<file path="src/rtl/pipe_elastic_reg.sv">
// Elastic pipeline register: DEPTH chained valid/ready stages carrying data + control.
// Bubbles collapse, stalls hold, flush squashes everything with control zeroed.
module pipe_elastic_reg #(
    parameter int DATA_W    = 64,
    parameter int CTRL_W    = 16,
    parameter int DEPTH     = 1,
    parameter int ZERO_DATA = 1
) (
    input  logic                         clk,
    input  logic                         resetl,
    input  logic                         flush,
    input  logic                         in_valid,
    output logic                         in_ready,
    input  logic [DATA_W-1:0]            in_data,
    input  logic [CTRL_W-1:0]            in_ctrl,
    output logic                         out_valid,
    input  logic                         out_ready,
    output logic [DATA_W-1:0]            out_data,
    output logic [CTRL_W-1:0]            out_ctrl,
    output logic [$clog2(DEPTH+1)-1:0]   occupancy
);
    localparam int OW = $clog2(DEPTH + 1);

    logic [DEPTH-1:0]  r_valid;
    logic [DATA_W-1:0] r_data [DEPTH];
    logic [CTRL_W-1:0] r_ctrl [DEPTH];
    logic [OW-1:0]     r_occ;

    logic [DEPTH-1:0]  w_adv;
    logic [DEPTH-1:0]  w_src_valid;
    logic [DEPTH-1:0]  w_valid_nxt;
    logic [DATA_W-1:0] w_src_data [DEPTH];
    logic [CTRL_W-1:0] w_src_ctrl [DEPTH];
    logic [OW-1:0]     w_occ_nxt;

    // Stage i may move when any stage from i to the tail has a hole, or the sink drains.
    always_comb begin
        w_adv = '0;
        for (int i = 0; i < DEPTH; i++) begin
            w_adv[i] = out_ready;
            for (int j = i; j < DEPTH; j++) begin
                w_adv[i] = w_adv[i] | ~r_valid[j];
            end
        end
    end

    always_comb begin
        w_src_valid[0] = in_valid;
        w_src_data[0]  = in_data;
        w_src_ctrl[0]  = in_ctrl;
        for (int i = 1; i < DEPTH; i++) begin
            w_src_valid[i] = r_valid[i-1];
            w_src_data[i]  = r_data[i-1];
            w_src_ctrl[i]  = r_ctrl[i-1];
        end
    end

    always_comb begin
        w_valid_nxt = r_valid;
        w_occ_nxt   = '0;
        for (int i = 0; i < DEPTH; i++) begin
            if (flush) begin
                w_valid_nxt[i] = 1'b0;
            end else if (w_adv[i]) begin
                w_valid_nxt[i] = w_src_valid[i];
            end
            w_occ_nxt = w_occ_nxt + OW'(w_valid_nxt[i]);
        end
    end

    always_ff @(posedge clk or negedge resetl) begin
        if (!resetl) begin
            r_valid <= '0;
            r_occ   <= '0;
            for (int i = 0; i < DEPTH; i++) begin
                r_data[i] <= '0;
                r_ctrl[i] <= '0;
            end
        end else begin
            r_valid <= w_valid_nxt;
            r_occ   <= w_occ_nxt;
            for (int i = 0; i < DEPTH; i++) begin
                if (flush || (w_adv[i] && !w_src_valid[i])) begin
                    r_ctrl[i] <= '0;
                    if (ZERO_DATA != 0) begin
                        r_data[i] <= '0;
                    end
                end else if (w_adv[i]) begin
                    r_data[i] <= w_src_data[i];
                    r_ctrl[i] <= w_src_ctrl[i];
                end
            end
        end
    end

    // Gated by resetl so nothing is accepted while reset is held.
    assign in_ready  = w_adv[0] & ~flush & resetl;
    assign out_valid = r_valid[DEPTH-1];
    assign out_data  = r_data[DEPTH-1];
    assign out_ctrl  = r_ctrl[DEPTH-1];
    assign occupancy = r_occ;

endmodule

</file>
<file path="config.mk">
export PLATFORM = sky130hd
export DESIGN_NAME = pipe_elastic_reg
export DESIGN_NICKNAME = d
export VERILOG_FILES = /design/src/rtl/pipe_elastic_reg.sv
export SDC_FILE = /design/constraint.sdc
export NUM_CORES = 1
export LEC_CHECK = 0
export ABC_AREA = 0
export ABC_CLOCK_PERIOD_IN_PS = 1860
export CELL_PAD_IN_SITES_DETAIL_PLACEMENT = 1
export CELL_PAD_IN_SITES_GLOBAL_PLACEMENT = 2
export CORE_MARGIN = 2
export CORE_UTILIZATION = 24
export DETAILED_ROUTE_END_ITERATION = 7
export HOLD_SLACK_MARGIN = 0.15
export PLACE_DENSITY = 0.84
export SLEW_MARGIN = 30
export SYNTH_ARGS = -nofsm -noshare
export SYNTH_HDL_FRONTEND = slang
export SYNTH_SLANG_ARGS = --single-unit
</file>
<file path="constraint.sdc">
create_clock -name clk -period 1.86 [get_ports clk]
set_input_delay 0.186 -clock clk [delete_from_list [all_inputs] [get_ports clk]]
set_output_delay 0.186 -clock clk [all_outputs]
set_load 0.1 [all_outputs]
</file>
# [Yosys cells after proc, flatten, opt, wreduce, memory -nomap -nowiden]
# Cells that the tools add are included.
[totals] wordCells=19 input_bits=85 out_inout_bits=83 ff_bits=81
[classes] mux=6 n_bitwise=5 n_reduce_logical=5
[ops] operator="$mux 64" n=2
[ops] operator="$mux 16" n=2
[ops] operator="$reduce_bool 2->1" n=2
[ops] operator="$and 1x1->1" n=2
[ops] operator="$mux 1" n=2
[ops] operator="$not 1->1" n=2
[ops] operator="$logic_and 1x1->1" n=1
[ops] operator="$logic_not 1->1" n=1
[ops] operator="$logic_or 1x1->1" n=1
[ops] operator="$or 1x1->1" n=1

# [Longest topological paths before layout]
# Gate-level depths: netlist of run 1.
[logic_depth] ltp_word=5 mapped_depth=5

# [Worst setup path after synthesis of run 1]
# OpenSTA, ideal clock, no wires.
[synth_path] path_type="flip-flop to output port" start="register occupancy (netlist name)" end="output in_ready" path_stages_with_launch=5 t_required_ns=1.674 path_slack_ns=-1.857 t_arrival_ns=3.531 n_path_buf=2 cell_sequence="dfrtp_1 nor2b_1 buf_4 buf_6 nor3b_1"
[synth_rtl] element="end: declaration" line="13" rtl="output logic in_ready,"

==> results of run 1 <==
-- path summary, 6_finish.rpt --
kind / startpoint / endpoint
setup / recovery: occupancy / in_ready
hold / removal: flush / out_ctrl[9]
setup reg to reg: occupancy / out_data[32]
hold reg to reg: out_ctrl[9] / out_ctrl[9]
max in group asynchronous: resetl / occupancy
min in group asynchronous: resetl / out_ctrl[4]
-- stage by stage --
step | worst slack (ns) | instance area, um^2 | power, uW | util (%)
floorplan | -0.2715 | 3423 | 2706 | -
global placement | 0.2297 | 4987 | 3116 | 35.93
detailed placement | 0.2013 | 4987 | 3126 | 35.93
CTS | 0.1111 | 5330 | 5189 | 38.40
global route | 0.08251 | 5330 | 5317 | 38.40
finish | 0.1455 | 5330 | 5097 | 38.40
-- logic make-up (layout without fill, tap and decap cells) --
group	count (synthesis)	after routing
DFF	81	81
and+or+nand+nor	165	165
buffers and inverters	37	191
AOI/OAI and AO/OA	80	80
-- timing repair --
item | in CTS | in global routing
hold endpoints to repair | 81 | 0
endpoints found under the setup margin | 0 | 0
hold buffers | 1 | 0
-- layer usage --
metal / global-route usage (%) / vias to the layer above / share of wire, %
li1: - / 1525 / -
met1: 17.97 / 1608 / 42
met2: 24.97 / 111 / 49
met3: 5.397 / 12 / 7.3
met4: 5.185 / 0 / 1.7
met5: 0 / - / 0
-- state kept, by name, indices dropped and copies added, names as in the netlist --
signal / cells
occupancy: 1
out_ctrl: 16
out_data: 64
-- placed cells by master, fill, tap and decap left out --
cell type,instances
nand3_1,80
buf_4,88
clkbuf_1,1
clkbuf_16,9
nand2b_2,1
buf_2,2
nor2_1,2
buf_12,5
dfrtp_4,1
clkbuf_8,1
bufinv_16,3
nor2b_4,1
clkdlybuf4s50_1,81
nand2_1,80
a21oi_1,80
nor3b_4,1
dlygate4sd3_1,1
dfrtp_1,80
-- power groups by stage --
stage               logic (uW)  registers [uW]  clock network (uW)
finish                    1200            1890                2010
global route              1260            1900                2170
CTS                       1210            1890                2090
detailed placement        1210            1920                   0
global placement          1200            1920                   0
floorplan                  232            2470                   0
-- area by class of cell --
type,instances,area [um^2]
Clock buffer,11,242.7
Clock inverter,3,90.09
Fill cell,1603,8551
Multi-Input combinational cell,245,1150
Sequential cell,81,2031
Tap cell,180,225.2
Timing Repair Buffer,177,1592
-- worst max-delay path, delay by kind of cell, from the launching register on --
kind                   cells  cell delay [ns]
DFF                        1             0.50
and+or+nand+nor            2             0.48
buffers and inverters      1             0.22
==> results.md, run 1 <==
* Syn_area_per_cell at 9.389 um^2
* Synth top area cells: dfrtp_1 (59%), a21oi_1 (12%), nand3_1 (12%), nand2_1 (8.8%), buf_6 (2.6%)
* WL/cell at 16.04 um
* Crit start category: register
* DR pass1 iterations at 6
* EDFF count, synth at 0
* Syn nets at 448
* Worst EP arrival at 1.53 ns
* Fin nets at 599
* Post-DP HPWL at 7374 um
* Root Driver: clkbuf_16
* Antenna Nets Post-Route at 0
* Most numerous cell in the Yosys netlist: dfrtp_1
* Leakage at 0.002386 uW
* Max_cap viols at 0
* Flop and latch count out of synthesis at 81
* R2R Setup Slk at 0.52 ns
* P_sw at 1584 uW
* Yosys top cell by area: dfrtp_1
* Fmax at 583.3 MHz
* Logic pwr share at 23.5%
* Hold Path Class: primary input to register
* Core area at 13,880 um^2
* Die area at 15,170 um^2
* Vias in the first global route at 3,395
* I/O pin count at 168
* Remaining DRCs at 0
* Pint at 3513 uW
* Min Tclk post-route at 1.714 ns
* Reg power frac at 37.0%
* Netlist cell types at 14
* Slew margin rel. at 61.33%
* TritonCTS Buffers at 9
* CP max FO at 4
* CP Capture Type: output port
* CP Cell Sequence: nor2b_4 -> nor3b_4 -> buf_12
* Diode count at 0
* GRT overflow at 0
* Outcome: complete, no violations
* Die X-Extent at 123.2 um
* Compound-gate portion of the synthesized area at 11.75%
* Slowest Stage Delay on Critical Path at 0.50 ns
* Rows at 43
* Ys async rst share at 100.0%
* Clock Path Buffers at 2
* First-pass GRT wire length at 17,530 um
* Initial DRC count at 151
* GPL Wtd Cong at 0.7119
* Main combinational cell family by area after synthesis: simple AND/OR/NAND/NOR gates
* Total GRT Usage at 15.03%
* Layout cells sized above 1 at 21.66%
* R2R cell count at 4
* Synthesis Warnings at 0
* # port buffers at 167
* Switching share of power at 31.07%
* Clock group share of total power at 39.5%
* Initial core utilization at 24.55%
* Clock skew at 0.008985 ns
* Top cells by count, synth: dfrtp_1 (81), a21oi_1 (80), nand2_1 (80), nand3_1 (80), buf_4 (11)
* RSZ-0062 raised after global routing: false
* CTS tree: yes
* Critical path's slowest cell: dfrtp_4
* Number of cells on the worst hold path at 2
* Die Y at 123.2 um
* Syn Std Cell Area at 3408 um^2
* Final setup viols at 0
* Post-Synthesis Cells at 363
* Post-synth top flop: dfrtp_1
* Period utilization at 92.18%
* Synth top area share at 59.47%
* Sequential share of the synthesized area at 59.47%
* Inst Count DP at 682
* CTS H-tree lvls at 3
* Non-filler cells, final at 697
* Worst Setup Path Type: register to output port
* Clk sink count at 81
* Worst-Margin Slew at 0.5801 ns
* DR vias/cell at 4.671
* Vias at 3,256
* Clock Latency Late Sink at 0.34 ns
* Post-synthesis mux area share at 0%
* Setup_tns at 0 ns
* WL final at 11,180 um
* Largest net degree at the start of global routing at 82
* Slew Limit Fails at 0
* Post_cts resized at 0
* P per Cell Area at 956.2 nW/um^2
* Synth Area in Simple Gates at 21.37%
* Initial antenna violation count at 0
* # Post-CTS Setup Buffers at 0
* Xor and xnor area share after synthesis at 0%
* Worst hold slack at 0.2884 ns
* Post-Synth Adder-Cell Area at 0%
* WP data required at 1.67 ns
* Peak VDD IR at 507.1 uV
* Fin. Hold Viols at 0
* Reg clk slew, reported paths at 0.06 ns
* Area added between synthesis and finish at 56.39%
(Power assumes the default switching activity.)
==> inputs of run 2 (changes only) <==
--- a/config.mk
+++ b/config.mk
@@ -7,6 +7,7 @@
 export LEC_CHECK = 0
 export ABC_AREA = 0
 export ABC_CLOCK_PERIOD_IN_PS = 1860
+export CAP_MARGIN = 20
 export CELL_PAD_IN_SITES_DETAIL_PLACEMENT = 1
 export CELL_PAD_IN_SITES_GLOBAL_PLACEMENT = 2
 export CORE_MARGIN = 2
==> results of run 2 <==
The final DEF is identical to that of run 1; final timing and power are the same.
==> inputs of run 3 (changes only) <==
--- a/config.mk
+++ b/config.mk
@@ -14,6 +14,7 @@
 export CORE_UTILIZATION = 24
 export DETAILED_ROUTE_END_ITERATION = 7
 export HOLD_SLACK_MARGIN = 0.15
+export MAX_ROUTING_LAYER = met4
 export PLACE_DENSITY = 0.84
 export SLEW_MARGIN = 30
 export SYNTH_ARGS = -nofsm -noshare
==> run 3 against run 2 <==
  * Final cell count unchanged
  * First-iteration DRC count shrank 0.66%
  * Sequential share of layout area did not move
  * Clock skew barely moved
  * Final area did not move
  * Core utilization unchanged
  * Worst setup slack got worse by 0.0027 ns
  * Via count about the same
  * Die area did not move
  * Sequential power about the same
  * Largest cell class unchanged
  * Largest power group unchanged
==> results.md, run 3 (synthesis results as in run 1) <==
* Worst EP arrival at 1.53 ns (about the same)
* Most frequent cells in the layout: buf_4 (88), clkdlybuf4s50_1 (81)
* CTS H-tree lvls at 3 (unchanged)
* R2R cell count at 4 (unchanged)
* Worst-Margin Slew at 0.5790 ns (-0.001054 ns)
* FF-to-FF End: out_data[32]
* GRT overflow at 0 (unchanged)
* Commonest non-fill, non-tap cell in the layout: buf_4
* Initial DRC count at 150 (-0.66%)
* Setup_tns at 0 ns (unchanged)
* Clock Path Buffers at 2 (unchanged)
* RSZ-0062 raised after global routing: false
* Clock skew at 0.008981 ns (-0.000004420 ns)
* CP max FO at 4 (unchanged)
* Fin nets at 599 (unchanged)
* WL final at 11,200 um (+0.13%)
* Number of cells on the worst hold path at 2 (unchanged)
* Vias in the first global route at 3,394 (-0.029%)
* I/O pin count at 168 (unchanged)
* Die area at 15,170 um^2 (unchanged)
* DR pass1 iterations at 6 (unchanged)
* TritonCTS Buffers at 9 (unchanged)
* Core area at 13,880 um^2 (unchanged)
* WP data required at 1.67 ns (about the same)
* Fin. Hold Viols at 0 (unchanged)
* Largest net degree at the start of global routing at 82 (unchanged)
* CP Capture Type: output port
* GPL Wtd Cong at 0.7201 (+1.2%)
* Outcome: complete, no violations
* Diode count at 0 (unchanged)
* WL/cell at 16.06 um (+0.13%)
* Worst Setup Path Type: register to output port
* Max reg flops at 64 (unchanged)
* Vias at 3,255 (-0.031%)
* Initial antenna violation count at 0 (unchanged)
* Slew Limit Fails at 0 (unchanged)
* Root Driver: clkbuf_16
* # port buffers at 167 (unchanged)
* Critical path's slowest cell: dfrtp_4
* DR vias/cell at 4.670 (about the same)
* Min Tclk post-route at 1.717 ns (+0.002742 ns)
* Die X-Extent at 123.2 um (unchanged)
* Reg clk slew, reported paths at 0.06 ns (about the same)
* Initial core utilization at 24.55% (unchanged)
* Total GRT Usage at 15.46% (+0.44 points)
* Die Y at 123.2 um (unchanged)
* Remaining DRCs at 0 (unchanged)
* Leakage at 0.002386 uW (unchanged)
* Hold Path Sink: out_ctrl[9]
* Area added between synthesis and finish at 56.39% (unchanged)
* Post-DP Area at 4987 um^2 (unchanged)
* P per Cell Area at 957.1 nW/um^2 (about the same)
* Antenna Nets Post-Route at 0 (unchanged)
* Crit start category: register
* Fin util at 38.40% (unchanged)
* Clock Latency Late Sink at 0.34 ns (about the same)
* CTS tree: yes
* Peak VDD IR at 507.0 uV (about the same)
* Hold Path Class: primary input to register
* Post-DP HPWL at 7374 um (unchanged)
* # Post-CTS Setup Buffers at 0 (unchanged)
* CP Cell Sequence: nor2b_4 -> nor3b_4 -> buf_12
* Rows at 43 (unchanged)
* Design area at 5330 um^2 (unchanged)
* Period utilization at 92.32% (+0.15 points)
* Reg-to-reg startpoint: occupancy
* First-pass GRT wire length at 17,550 um (+0.12%)
* Number of fill cells at 1,603 (unchanged)
* Max_cap viols at 0 (unchanged)
* Layout cells sized above 1 at 21.66% (unchanged)
* Slew margin rel. at 61.40% (+0.070 points)
* Final setup viols at 0 (unchanged)
* Slowest Stage Delay on Critical Path at 0.50 ns (about the same)
* Hold_sp: flush
* R2R Setup Slk at 0.52 ns (about the same)
* Clk sink count at 81 (unchanged)
* Fmax at 582.3 MHz (-0.16%)
==> run 3: worst max-delay path, delay by kind of cell, from the launching register on <==
| family | cells | cell delay [ns] |
|---|---|---|
| and+or+nand+nor | 2 | 0.48 |
| DFF | 1 | 0.50 |
| buffers and inverters | 1 | 0.22 |
==> run 3: power breakdown <==
group | leakage [uW] | total (uW) | switching, uW | internal, uW
Sequential | 0.00109 | 1890 | 47.5 | 1840
Combinational | 0.00113 | 1200 | 856 | 339
Clock | 0.000162 | 2020 | 685 | 1330
Total | 0.00239 | 5100 | 1590 | 3510
==> run 3: layout make-up <==
class / count / area, um^2 / area share [%]
sequential: 81 / 2031 / 38.10
timing repair buffer: 177 / 1592 / 29.86
multi-input combinational: 245 / 1150 / 21.57
clock buffer: 11 / 242.7 / 4.554
clock inverter: 3 / 90.09 / 1.690
tap: 180 / 225.2 / 4.225
==> run 3: worst max-delay path by stage <==
| stage | slack, ns | startpoint | to | depth (start not counted) |
|---|---|---|---|---|
| after floorplan | -0.27 | occupancy | in_ready | 4 |
| after global placement | 0.23 | out_ready | out_ctrl[9] | 5 |
| after detailed placement | 0.20 | out_ready | out_data[32] | 5 |
| after CTS | 0.11 | occupancy | in_ready | 3 |
| after global routing | 0.08 | occupancy | in_ready | 3 |
| final | 0.14 | occupancy | in_ready | 3 |
==> run 3: metal layers <==
layer | track usage, % | share of wire, %
met1 | 18.12 | 43
met2 | 25.10 | 49
met3 | 4.982 | 6.5
met4 | 5.185 | 1.9
met5 | - | 0
==> run 3: stage by stage <==
stage               hold WS [ns]  cells  total power (uW)  setup slack (ns)
floorplan                -0.1096    363              2706           -0.2715
finish                    0.2849    697              5101            0.1428
CTS                       0.2938    697              5189            0.1111
global placement          0.3490    682              3116            0.2297
detailed placement        0.3456    682              3126            0.2013
global route              0.3046    697              5317           0.08249
==> run 3: timing repair <==
item	CTS	global route
resized for setup	0	0
endpoints found under the hold margin	81	0
hold buffers	1	0
